[config.mk]
export PLATFORM = sky130hd
export DESIGN_NAME = vector_scale_flat
export DESIGN_NICKNAME = d
export VERILOG_FILES = /design/src/rtl/vector_scale_pkg.sv /design/src/rtl/vector_scale_if.sv /design/src/rtl/scale_cell.sv /design/src/rtl/vector_scale.sv /design/src/flat_wrapper.sv
export SDC_FILE = /design/constraint.sdc
export NUM_CORES = 1
export LEC_CHECK = 0
export BUFFER_PORTS_ARGS = -buffer_cell sky130_fd_sc_hd__buf_4
export CAP_MARGIN = 25
export CORE_MARGIN = 5
export CORE_UTILIZATION = 63
export DETAILED_ROUTE_END_ITERATION = 16
export HOLD_SLACK_MARGIN = 0.12
export PLACE_DENSITY = 0.87
export SYNTH_ARGS = -nofsm -noshare
export SYNTH_HDL_FRONTEND = slang
export SYNTH_SLANG_ARGS = --single-unit
export TNS_END_PERCENT = 5
[constraint.sdc]
create_clock -name clk -period 9.7 [get_ports clk]
set_clock_uncertainty 0.05 [all_clocks]
set_input_delay 2.91 -clock clk [delete_from_list [all_inputs] [get_ports clk]]
set_output_delay 2.91 -clock clk [all_outputs]
set_load 0.01 [all_outputs]
[src/rtl/vector_scale_pkg.sv]
// Shared types, default parameters and constant helpers for the vector scaler.
package vector_scale_pkg;

  typedef enum logic {
    IDLE = 1'b0,
    RUN  = 1'b1
  } state_t;

  localparam int unsigned DEF_VECTOR_SIZE = 5;
  localparam int unsigned DEF_CELL_WIDTH  = 8;
  localparam int unsigned DEF_SCALE_WIDTH = 8;
  localparam int unsigned DEF_SHIFT       = 4;
  localparam int unsigned DEF_TILING      = 1;

  // Bits needed to index n items; never less than one bit.
  function automatic int unsigned clog2(input int unsigned n);
    int unsigned r;
    r = 0;
    for (int unsigned i = 0; i < 32; i++) begin
      if ((64'(1) << r) < 64'(n)) r = r + 1;
    end
    return (r == 0) ? 1 : r;
  endfunction

  // Largest positive value of a signed field of width w.
  function automatic int sat_max(input int unsigned w);
    return (32'sd1 <<< (w - 1)) - 32'sd1;
  endfunction

  // Most negative value of a signed field of width w.
  function automatic int sat_min(input int unsigned w);
    return -(32'sd1 <<< (w - 1));
  endfunction

endpackage

[src/rtl/vector_scale_if.sv]
// Start/finish handshake and vector payload between a requester and vector_scale.
interface vector_scale_if
  import vector_scale_pkg::*;
#(
  parameter int unsigned VECTOR_SIZE = DEF_VECTOR_SIZE,
  parameter int unsigned CELL_WIDTH  = DEF_CELL_WIDTH,
  parameter int unsigned SCALE_WIDTH = DEF_SCALE_WIDTH
);

  logic                              start;
  logic [VECTOR_SIZE*CELL_WIDTH-1:0] vector;
  logic [SCALE_WIDTH-1:0]            scale;
  logic [VECTOR_SIZE*CELL_WIDTH-1:0] result;
  logic                              busy;
  logic                              saturated;
  logic                              finish;

  modport master (
    output start, vector, scale,
    input  result, busy, saturated, finish
  );

  modport slave (
    input  start, vector, scale,
    output result, busy, saturated, finish
  );

endinterface

[src/rtl/scale_cell.sv]
// One element: signed multiply, floor arithmetic shift, saturate to CELL_WIDTH.
module scale_cell
  import vector_scale_pkg::*;
#(
  parameter int unsigned CELL_WIDTH  = DEF_CELL_WIDTH,
  parameter int unsigned SCALE_WIDTH = DEF_SCALE_WIDTH,
  parameter int unsigned SHIFT       = DEF_SHIFT
) (
  input  logic signed [CELL_WIDTH-1:0]  v,
  input  logic signed [SCALE_WIDTH-1:0] s,
  output logic signed [CELL_WIDTH-1:0]  q,
  output logic                          clipped
);

  localparam int unsigned PW = CELL_WIDTH + SCALE_WIDTH;
  localparam logic signed [PW-1:0] HI = PW'(sat_max(CELL_WIDTH));
  localparam logic signed [PW-1:0] LO = PW'(sat_min(CELL_WIDTH));

  logic signed [PW-1:0] prod;
  logic signed [PW-1:0] shifted;

  // Full-width product cannot overflow; >>> on a signed value floors.
  always_comb begin
    prod    = PW'(v) * PW'(s);
    shifted = prod >>> SHIFT;
    q       = shifted[CELL_WIDTH-1:0];
    clipped = 1'b0;
    if (shifted > HI) begin
      q       = HI[CELL_WIDTH-1:0];
      clipped = 1'b1;
    end else if (shifted < LO) begin
      q       = LO[CELL_WIDTH-1:0];
      clipped = 1'b1;
    end
  end

endmodule

[src/rtl/vector_scale.sv]
// Sequential element-wise scaler: TILING elements per cycle from latched operands.
module vector_scale
  import vector_scale_pkg::*;
#(
  parameter int unsigned VECTOR_SIZE = DEF_VECTOR_SIZE,
  parameter int unsigned CELL_WIDTH  = DEF_CELL_WIDTH,
  parameter int unsigned SCALE_WIDTH = DEF_SCALE_WIDTH,
  parameter int unsigned SHIFT       = DEF_SHIFT,
  parameter int unsigned TILING      = DEF_TILING
) (
  input logic          clk,
  input logic          rst,
  vector_scale_if.slave bus
);

  localparam int unsigned CNT_W = clog2(VECTOR_SIZE);
  localparam logic [CNT_W-1:0] LAST = CNT_W'(VECTOR_SIZE - TILING);

  generate
    if ((VECTOR_SIZE % TILING) != 0) begin : g_tiling_check
      $error("vector_scale: VECTOR_SIZE must be a multiple of TILING");
    end
  endgenerate

  state_t state_q, state_d;
  logic   load, step, done;

  logic [CNT_W-1:0]                        cnt_q;
  logic [VECTOR_SIZE-1:0][CELL_WIDTH-1:0]  vec_q;
  logic [VECTOR_SIZE-1:0][CELL_WIDTH-1:0]  res_q;
  logic [SCALE_WIDTH-1:0]                  scale_q;
  logic                                    sat_q;
  logic                                    finish_q;
  logic [TILING-1:0][CELL_WIDTH-1:0]       tile_q;
  logic [TILING-1:0]                       tile_clip;

  // One arithmetic cell per tile lane, fed from the latched operands.
  generate
    for (genvar t = 0; t < TILING; t++) begin : g_cell
      scale_cell #(
        .CELL_WIDTH (CELL_WIDTH),
        .SCALE_WIDTH(SCALE_WIDTH),
        .SHIFT      (SHIFT)
      ) u_cell (
        .v      (vec_q[cnt_q + CNT_W'(t)]),
        .s      (scale_q),
        .q      (tile_q[t]),
        .clipped(tile_clip[t])
      );
    end
  endgenerate

  // Next state: accept start only in IDLE, leave RUN on the last tile.
  always_comb begin
    state_d = state_q;
    load    = 1'b0;
    step    = 1'b0;
    done    = 1'b0;
    case (state_q)
      IDLE: begin
        if (bus.start) begin
          load    = 1'b1;
          state_d = RUN;
        end
      end
      RUN: begin
        step = 1'b1;
        if (cnt_q == LAST) begin
          done    = 1'b1;
          state_d = IDLE;
        end
      end
      default: state_d = IDLE;
    endcase
  end

  // State register.
  always_ff @(posedge clk or negedge rst) begin
    if (!rst) state_q <= IDLE;
    else      state_q <= state_d;
  end

  // Operand latches, tile counter, result buffer and status flags.
  always_ff @(posedge clk or negedge rst) begin
    if (!rst) begin
      cnt_q    <= '0;
      vec_q    <= '0;
      scale_q  <= '0;
      res_q    <= '0;
      sat_q    <= 1'b0;
      finish_q <= 1'b0;
    end else begin
      finish_q <= done;
      if (load) begin
        vec_q   <= bus.vector;
        scale_q <= bus.scale;
        cnt_q   <= '0;
        sat_q   <= 1'b0;
      end else if (step) begin
        for (int t = 0; t < TILING; t++) begin
          res_q[cnt_q + CNT_W'(t)] <= tile_q[t];
        end
        sat_q <= sat_q | (|tile_clip);
        cnt_q <= done ? '0 : cnt_q + CNT_W'(TILING);
      end
    end
  end

  assign bus.result    = res_q;
  assign bus.busy      = (state_q == RUN);
  assign bus.saturated = sat_q;
  assign bus.finish    = finish_q;

endmodule

[src/flat_wrapper.sv]
// flat-port wrapper written by rule: the top's interface ports become plain ports
module vector_scale_flat import vector_scale_pkg::*;
#(
  parameter int unsigned VECTOR_SIZE = DEF_VECTOR_SIZE,
  parameter int unsigned CELL_WIDTH  = DEF_CELL_WIDTH,
  parameter int unsigned SCALE_WIDTH = DEF_SCALE_WIDTH,
  parameter int unsigned SHIFT       = DEF_SHIFT,
  parameter int unsigned TILING      = DEF_TILING
)
  (clk, rst, bus_start, bus_vector, bus_scale, bus_result, bus_busy, bus_saturated, bus_finish);
  vector_scale_if #(.VECTOR_SIZE(VECTOR_SIZE), .CELL_WIDTH(CELL_WIDTH), .SCALE_WIDTH(SCALE_WIDTH)) bus_i ();
  input logic clk;
  input logic rst;
  input wire logic [$bits(bus_i.start)-1:0] bus_start;
  input wire logic [$bits(bus_i.vector)-1:0] bus_vector;
  input wire logic [$bits(bus_i.scale)-1:0] bus_scale;
  output wire logic [$bits(bus_i.result)-1:0] bus_result;
  output wire logic [$bits(bus_i.busy)-1:0] bus_busy;
  output wire logic [$bits(bus_i.saturated)-1:0] bus_saturated;
  output wire logic [$bits(bus_i.finish)-1:0] bus_finish;
  assign bus_i.start = bus_start;
  assign bus_i.vector = bus_vector;
  assign bus_i.scale = bus_scale;
  assign bus_result = bus_i.result;
  assign bus_busy = bus_i.busy;
  assign bus_saturated = bus_i.saturated;
  assign bus_finish = bus_i.finish;
  vector_scale #(.VECTOR_SIZE(VECTOR_SIZE), .CELL_WIDTH(CELL_WIDTH), .SCALE_WIDTH(SCALE_WIDTH), .SHIFT(SHIFT), .TILING(TILING)) u_core (.clk(clk), .rst(rst), .bus(bus_i));
endmodule
==> Word level (Yosys, flattened, before mapping) <==
Index checks and enable logic that the tools add are counted.
{ "word_totals": {"regBits": 94, "in_bits": 51, "output_inout_bits": 43, "elab_cells": 49} }
{ "classes": {"addsub": 1, "multipliers": 1, "order_cmp": 4, "eq_ne": 1, "muxes": 21, "bitwise_logic": 3, "reduce_logical": 3} }
{ "op_table": {"columns": ["operator", "count"], "rows": [
  ["bitwise mux 40 bit", 1],
  ["two-way mux 8 bit", 4],
  ["binary-select mux 8 bit (select 3 bit)", 1],
  ["demux 8 bit (select 3 bit)", 1],
  ["multiplier 8 x 8 -> 16 bit", 1],
  ["greater-than comparator 12 x 8 -> 1 bit, second input constant", 1],
  ["less-than comparator 12 x 8 -> 1 bit, second input constant", 1],
  ["two-way mux 1 bit", 10],
  ["two-way mux 3 bit", 3],
  ["less-than comparator 3 x 4 -> 1 bit, second input constant", 1],
  ["adder 3 x 1 -> 3 bit, second input constant", 1],
  ["equality test 3 bit, second input constant", 1],
  [">= comparator 3 x 1 -> 1 bit, second input constant", 1],
  ["NOT 1 bit", 2],
  ["one-hot mux 1 bit (2 select lines)", 1],
  ["AND reduction 2 bit", 1],
  ["nonzero test 2 bit", 1],
  ["logical AND 1 bit", 1],
  ["bitwise OR 1 bit", 1]
]} }

==> Longest topological paths before layout <==
Gate-level depths: netlist of the first run.
{ "logic_depth": {"depth_word": 9, "depth_mapped": 25, "ltp_nobuf": 22} }

==> Cells and area by module <==
A second synthesis of the first run with hierarchy kept.
{ "unflattened": {"cells_unflattened": 552, "hier_area_um2": 6557.5} }
{ "by_module_without_submodules": {"columns": ["mod", "instances", "cells_per_inst", "area_each_um2", "seq_area_each_um2"], "rows": [
  ["vector_scale", 1, 255, 3928.8, 2352.3],
  ["scale_cell", 1, 297, 2628.8, 0.0]
]} }

==> Least setup slack after synthesis of the first run <==
Ideal clock, no wire load.
{ "synth_timing": {"kind": "flip-flop to flip-flop", "startpoint": "register u_core.cnt_q[1]", "endpoint": "register u_core.res_q (netlist bit u_core.bus.result[11])", "setup_ns": 0.134, "arrival_ns": 5.927, "required_ns": 9.516, "slack_ns": 3.589, "stages_incl_launch_ff": 24, "n_path_buf": 2, "period_less_slack_ns": 6.111, "path_cell_list": "dfrtp_1 clkbuf_1 buf_2 mux2i_1 nor2_1 a21oi_1 o22a_1 nand2b_1 inv_1 fa_1 inv_1 fa_1 inv_1 fa_1 inv_1 fa_1 inv_1 ha_1 or4_1 o22ai_1 mux2i_1 nand3_4 a22oi_2 o21ai_0"} }
{ "synth_between": {"elab_chain_len": 7, "elab_cells_between_ends": 13, "classes_between": "1 x mul; 4 x order compare; 7 x mux; 1 x reduce/logical"} }
{ "synth_lines": {"columns": ["item", "line", "rtl"], "rows": [
  ["start, declared", "vector_scale.sv:28", "logic [CNT_W-1:0] cnt_q;"],
  ["start signal, assigned", "vector_scale.sv:104", "cnt_q <= done ? '0 : cnt_q + CNT_W'(TILING);"],
  ["binary-select mux 8 bit (select 3 bit)", "vector_scale.sv:45", ".v (vec_q[cnt_q + CNT_W'(t)]),"],
  ["two-way mux 8 bit (implied by the code)", "vector_scale.sv:45", null],
  ["multiplier 8 x 8 -> 16 bit", "scale_cell.sv:24", "prod = PW'(v) * PW'(s);"],
  ["less-than comparator 12 x 8 -> 1 bit", "scale_cell.sv:31", "end else if (shifted < LO) begin"],
  ["two-way mux 8 bit", "scale_cell.sv:31", null],
  ["two-way mux 8 bit", "scale_cell.sv:28", "if (shifted > HI) begin"],
  ["bitwise mux 40 bit *", "vector_scale.sv:101", "res_q[cnt_q + CNT_W'(t)] <= tile_q[t];"],
  ["end signal, assigned by index", "vector_scale.sv:101", null],
  ["end, declared", "vector_scale.sv:30", "logic [VECTOR_SIZE-1:0][CELL_WIDTH-1:0] res_q;"]
]} }
Every way passes the cells marked *; elsewhere a longest branch is shown, timed or not. The select of a mux whose other input is x is not followed.
A chain may end at the register's enable or synchronous reset.

==> Final worst setup path of the first run <==
{ "layout_timing": {"startpoint": "register u_core.cnt_q[1]", "endpoint": "register u_core.res_q (netlist bit u_core.bus.result[18])"} }
The elaborated chain is that of the path after synthesis.

==> out/qor.yml, run 1 <==
status:
  outcome: "complete, no violations"
sta:
  final_max_slew_viol_count: 0
  setup_slack_ps: 2850
  setup_viol: 0
  tns_ps: 0
  post-route-min-period_ps: 6850
  max_slew_margin: 0.478
  fmax_ghz: 0.146
  fin_crit_sh: 0.706
  worstMarginPinSlew_ps: 783
  rsz0062_at_grt: "false"
  finalHoldViolations: 0
floorplan:
  start_util: 0.636
  die_h_um: 111
  die_w_um: 111
  row_count: 37
  die_area_mm2: 0.0124
  core_mm2: 0.0102
  num_io_pins: 94
detailed_routing:
  vias: 4670
  routedWlPerCell_um: 16.4
  drtIter0Drc: 248
  vias_per_cell: 5.57
  wirelength_um: 13700
  postRouteAntennaNets: 0
  route.detailed.drc: 0
  drtPass1Iterations: 4
worst_setup_path:
  cp_common_cell: "fa_1"
  cp-end-kind: "register"
  rr_startpoint: "u_core.cnt_q[1]"
  timing.reg2reg.worst_path_depth: 18
  startpoint_type: "register"
  rr_endpoint: "u_core.bus.result[18]"
  path_class: "reg2reg"
  critical-path-max-stage-delay_ps: 780
  timing.critical_path.from: "u_core.cnt_q[1]"
  endpoint: "u_core.bus.result[18]"
  path_cells: "inv_1 > nor2_1 > a22oi_1 > o22ai_1 > and2_1 > fa_1 > inv_1 > fa_1 > fa_1 > fa_1 > inv_1 > ha_1 > a2111oi_0 > a22oi_2 > xnor2_2 > nor4b_4 > o21bai_1 > o21ai_0"
  crit_arrival_ps: 7080
  ff2ff_setup_slack_ps: 2850
  slowest_stage: "dfrtp_1"
  crit_fanout: 15
  cp.required_ps: 9930
logic_synthesis:
  synth-edff-count: 0
  synth_top_area_cell: "dfrtp_1"
  ys_ff_latch: 94
  yosysSeqAreaShare: 0.363
  synth_cell_types: 51
  synth.most_common_cell: "dfrtp_1"
  yosys-top-cells-area: "dfrtp_1 (36%), fa_1 (17%), mux2_2 (8.2%), ha_1 (5.8%), inv_1 (4.8%)"
  synthTopCellsByCount: "dfrtp_1 (94), inv_1 (83), nand2_1 (55)"
  synth.cell_area_mm2: 0.00648
  synthCells: 605
  synth_fp_nets: 740
  dominantRegCellSynth: "dfrtp_1"
  synth_top_cell_area_share: 0.363
  avgSynthCellArea_um2: 10.7
  synthArstFlopShare: 1.00
  yosysWarnings: 0
finish:
  fin_nets: 833
  areaGrowthSynthToFinish_pct: 15.6
  drive_above_1_share: 0.249
  antenna_cells: 0
clock_tree:
  ctsHtreeMaxLevel: 3
  post_cts_buffers: 0
  cts_resized: 0
  holdBufCountCts: 0
  clk_pin_slew_ps: 90
  clock-sinks: 94
  clock_path_buffers: 2
  tritoncts: "yes"
  clk_root_buffer_cell: "clkbuf_8"
  cts_inserted_buffers: 9
  insertion_delay_ps: 360
placement:
  dpl_worst_slack_ps: 2960
  port_buffers: 93
  hpwl_um: 11000
  gp_congestion: 0.869
global_routing:
  grt_pass1_wl_um: 23900
  grt_max_degree: 65
  overflow: 0
  grt_antenna_before_repair: 0
  grt_usage: 0.233
  grt_pass1_vias: 4950
worst_hold_path:
  holdCritPathClass: "reg2reg"
flow_run:
  drv_cap: 0
critical path, delay by kind of cell, from the launching register on:
kind / cells / cell delay (ps)
AOI/OAI and AO/OA: 6 / 1820
xor gates and xnor gates: 1 / 220
adders and majority gates: 5 / 2310
buffers and inverters: 3 / 380
DFF: 1 / 780
and+or+nand+nor: 3 / 1190
layout make-up:
cell class              instances  area [um^2]
flip-flops and latches         94         2350
fillers                       703         2700
inverters                      83          312
repair buffers                 96          721
well taps                     136          170
clock inverters                 6         46.3
clock buffers                  10          128
multi-input cells             414         3760
per-stage QoR:
stage / cell area, um^2 / util / hold slack, ps / cells
6_report: 7490 / 0.735 / 443 / 839
3_5_place_dp: 7320 / 0.718 / 427 / 823
5_1_grt: 7490 / 0.735 / 473 / 839
2_1_floorplan: 6480 / - / 430 / 605
3_3_place_gp: 7320 / 0.718 / 415 / 823
4_1_cts: 7490 / 0.735 / 448 / 839
cell usage in the layout (no fill, tap or decap), types with 6 or more instances in the layout:
| cell | count |
|---|---|
| buf_4 | 96 |
| dfrtp_1 | 94 |
| inv_1 | 83 |
| nand2_1 | 55 |
| fa_1 | 54 |
| mux2_2 | 47 |
| o21ai_0 | 46 |
| nor2b_1 | 33 |
| ha_1 | 30 |
| nor2_1 | 19 |
| and2_1 | 15 |
| mux2i_1 | 10 |
| a21oi_1 | 10 |
| xnor2_1 | 9 |
| clkbuf_8 | 9 |
| nand2b_1 | 8 |
| a22oi_1 | 7 |
| o22a_1 | 6 |
per-layer routing:
metal / wire [um] / part of all wire / GRT usage / vias up
li1: - / - / - / 2182
met2: 6860 / 0.50 / 0.403 / 153
met1: 5800 / 0.42 / 0.299 / 2311
met4: 215 / 0.016 / 0.0600 / 0
met3: 841 / 0.061 / 0.0533 / 24
met5: 0 / 0 / 0 / -
cells by family after synthesis:
logic type | synth area share
AOI/OAI and AO/OA | 0.116
xor gates and xnor gates | 0.0212
adders and majority gates | 0.225
buffers and inverters | 0.0576
DFF | 0.363
muxes | 0.0971
and+or+nand+nor | 0.120
sequential cells by signal (all words and copies together), names as in the netlist:
| signal | count |
|---|---|
| u_core.cnt_q | 3 |
| u_core.bus.busy | 1 |
| u_core.scale_q | 8 |
| u_core.bus.saturated | 1 |
| u_core.bus.finish | 1 |
| u_core.vec_q | 40 |
| u_core.bus.result | 40 |
worst min path at each step:
stage / from / endpoint / slack (ps) / depth (start not counted)
floorplan: u_core.vec_q[10] / u_core.vec_q[10] / 430 / 1
global placement: u_core.bus.result[25] / u_core.bus.result[25] / 420 / 2
detailed placement: u_core.bus.result[29] / u_core.bus.result[29] / 430 / 2
CTS: u_core.bus.result[29] / u_core.bus.result[29] / 450 / 2
global route: u_core.bus.result[20] / u_core.bus.result[20] / 470 / 2
finish: u_core.bus.result[29] / u_core.bus.result[29] / 440 / 2
Power of run 1 is not shown: default switching activity piles up to over one toggle a cycle in this logic, so the estimate is an artifact.
==> run 2, diff against run 1 <==
Settings changed: ABC_AREA set to 1, CORE_UTILIZATION 63 to 53, PLACE_DENSITY 0.87 to 0.78.
Clock period 9.7 ns to 5.9 ns, I/O delays scaled along.
==> run 2 against run 1 <==
Synthesized area is 2.2% higher. Largest cell class unchanged. Wire length is 11% higher. Count of clock-buffer cells in the layout is 2 higher. Maximum frequency is 23% higher. Worst setup slack worse by 2500 ps.
==> out/qor.yml, run 2 <==
finish:
  layout_commonest_cell: "nand2_1"
  regArea_mm2: 0.00236  # +0.16%
  antenna_cells: 0  # unchanged
  multi_input_area_mm2: 0.00368  # -2.0%
  areaGrowthSynthToFinish_pct: 21.0
  fin_nets: 1051  # +26%
  fillCellCount: 1025  # +46%
  fin_cells: 1089  # +30%
  final_cell_mix: "nand2_1 (198), inv_1 (141), buf_4 (118)"
  drive_above_1_share: 0.223  # -0.0263
logic_synthesis:
  synth_top_area_cell: "dfrtp_1"
  synth_cell_types: 34  # -33%
  synth_fp_nets: 930  # +26%
  synth_compound_area_frac: 0.0538  # -0.0624
  synth-edff-count: 0  # unchanged
  synthArstFlopShare: 1.00  # unchanged
  muxShareOfSynthArea: 0.0425  # -0.0546
  ys_ff_latch: 94  # unchanged
  yosys-top-cells-area: "dfrtp_1 (36%), fa_1 (16%), nand2_1 (11%), inv_1 (8.1%), ha_1 (5.7%)"
  yosysWarnings: 0  # unchanged
  synthTopCellsByCount: "nand2_1 (199), inv_1 (143), nor2_1 (97)"
  synthCells: 795  # +31%
  yosys.area_share.simple: 0.224  # +0.104
  yosys.area_share.xor_xnor: 0.00926  # -0.0120
  synth-adder-area-share: 0.220  # -0.00488
  yosysSeqAreaShare: 0.355  # -0.00789
  avgSynthCellArea_um2: 8.33  # -22%
  synth.cell_area_mm2: 0.00662  # +2.2%
  synth_top_cell_area_share: 0.355  # -0.00789
  synth.most_common_cell: "nand2_1"
  dominantRegCellSynth: "dfrtp_1"
  synth_top_family_by_area: "simple AND/OR/NAND/NOR gates"
worst_hold_path:
  holdCritPathClass: "reg2reg"
  min_from: "u_core.bus.result[9]"
floorplan:
  die_h_um: 122  # +9.3%
  core_mm2: 0.0121  # +19%
  start_util: 0.547  # -0.0893
  row_count: 40  # +8.1%
  die_w_um: 122  # +9.3%
  die_area_mm2: 0.0148  # +19%
  num_io_pins: 94  # unchanged
clock_tree:
  holdBufCountCts: 0  # unchanged
  insertion_delay_ps: 340  # -20 ps
  clk_root_buffer_cell: "clkbuf_16"
  clock-sinks: 94  # unchanged
  clk_pin_slew_ps: 70  # -20 ps
  cts_inserted_buffers: 9  # unchanged
  ctsHtreeMaxLevel: 3  # unchanged
  tritoncts: "yes"
  clock_path_buffers: 2  # unchanged
detailed_routing:
  routedWlPerCell_um: 14.0  # -15%
  drtPass1Iterations: 5  # +1
  postRouteAntennaNets: 0  # unchanged
  wirelength_um: 15200  # +11%
  vias: 5445  # +17%
  vias_per_cell: 5.00  # -10%
  route.detailed.drc: 0  # unchanged
  drtIter0Drc: 373  # +50%
sta:
  max_slew_margin: 0.528  # +0.0500
  fin_crit_sh: 0.948  # +0.241
  post-route-min-period_ps: 5590  # -1260 ps
  worstMarginPinSlew_ps: 705  # -77.6 ps
  final_max_slew_viol_count: 0  # unchanged
  rsz0062_at_grt: "true"
  finalHoldViolations: 0  # unchanged
  fmax_ghz: 0.179  # +23%
  setup_viol: 0  # unchanged
worst_setup_path:
  timing.critical_path.from: "u_core.cnt_q[0]"
  rr_startpoint: "u_core.cnt_q[0]"
  crit_fanout: 10  # -5
  path_class: "reg2reg"
  startpoint_type: "register"
  cp.required_ps: 6080  # -3850 ps
  cp-end-kind: "register"
  crit_arrival_ps: 5770  # -1310 ps
global_routing:
  overflow: 0  # unchanged
  grt_pass1_vias: 5281  # +6.7%
  grt_antenna_before_repair: 0  # unchanged
  grt_max_degree: 53  # -18%
  grt_usage: 0.210  # -0.0225
  grt_pass1_wl_um: 25100  # +5.1%
flow_run:
  drv_cap: 0  # unchanged
placement:
  gp_congestion: 0.877  # +0.90%
  port_buffers: 93  # unchanged
  hpwl_um: 11900  # +7.8%
  dp_cells: 1059  # +29%
status:
  outcome: "complete, no violations"
==> run 2: worst max-delay path, cell delays in order (launching register included) <==
cell	delay, ps
dfrtp_2	510
inv_2	70
buf_4	180
nor2_1	110
o21ai_0	150
a221oi_2	350
nand2_1	140
fa_1	530
fa_1	540
inv_1	60
fa_1	530
inv_1	50
fa_1	530
inv_1	40
ha_1	370
nand2_1	120
nor2_1	170
nand2_1	100
nand2_1	70
nand2_1	50
nand2_1	90
nand2_1	60
inv_1	50
nand3_1	100
nand2_4	160
nand2_2	120
nand3_1	100
nand2_1	70
==> run 2: layer usage <==
metal,vias up,wire length (um),GRT usage
met5,-,0,0
met4,0,252,0.0595
met3,25,921,0.0474
met2,166,7000,0.330
met1,2585,7040,0.296
li1,2669,-,-
==> run 2: what timing repair did <==
item                       4_1_cts  5_1_grt
buffers inserted                 2       11
setup endpoints to repair        9       41
pin swaps                        1        6
cloned                           0        1
resized for setup                1       17
==> run 2: stage by stage <==
stage               setup TNS, ps  worst slack [ps]  utilization  hold WS [ps]  area [um^2]
global placement                0               152        0.626           416         7580
floorplan                       0               685            -           424         6620
finish                          0               308        0.662           432         8020
detailed placement          -51.1             -19.7        0.626           418         7580
global route                -2200             -99.4        0.662           455         8020
CTS                             0              32.7        0.650           435         7870
==> run 2: worst paths after layout <==
path | slack (ps) | cells past startpoint | endpoint
setup / recovery | 310 | 27 | u_core.bus.result[8]
hold / removal | 430 | 2 | u_core.bus.result[9]
setup reg to reg | 310 | 27 | u_core.bus.result[8]
hold reg to reg | 430 | 2 | u_core.bus.result[9]
max in group asynchronous | 3390 | 2 | u_core.cnt_q[0]
min in group asynchronous | 1390 | 1 | u_core.bus.result[39]
==> run 2: area by class of cell <==
class	count	area share
clock buffers	12	0.0307
clock inverters	4	0.00390
inverters	155	0.0726
multi-input cells	537	0.460
flip-flops and latches	94	0.294
well taps	168	0.0262
repair buffers	119	0.113
==> run 2: logic make-up (layout without fill, tap and decap cells) <==
logic type | count (synthesis) | in the layout
simple gates | 355 | 356
mux | 25 | 25
xor+xnor | 7 | 7
buf+inv | 165 | 290
compound gates | 65 | 65
flops | 94 | 94
fa+ha+maj | 84 | 84
Power of run 2 is left out for the same reason.
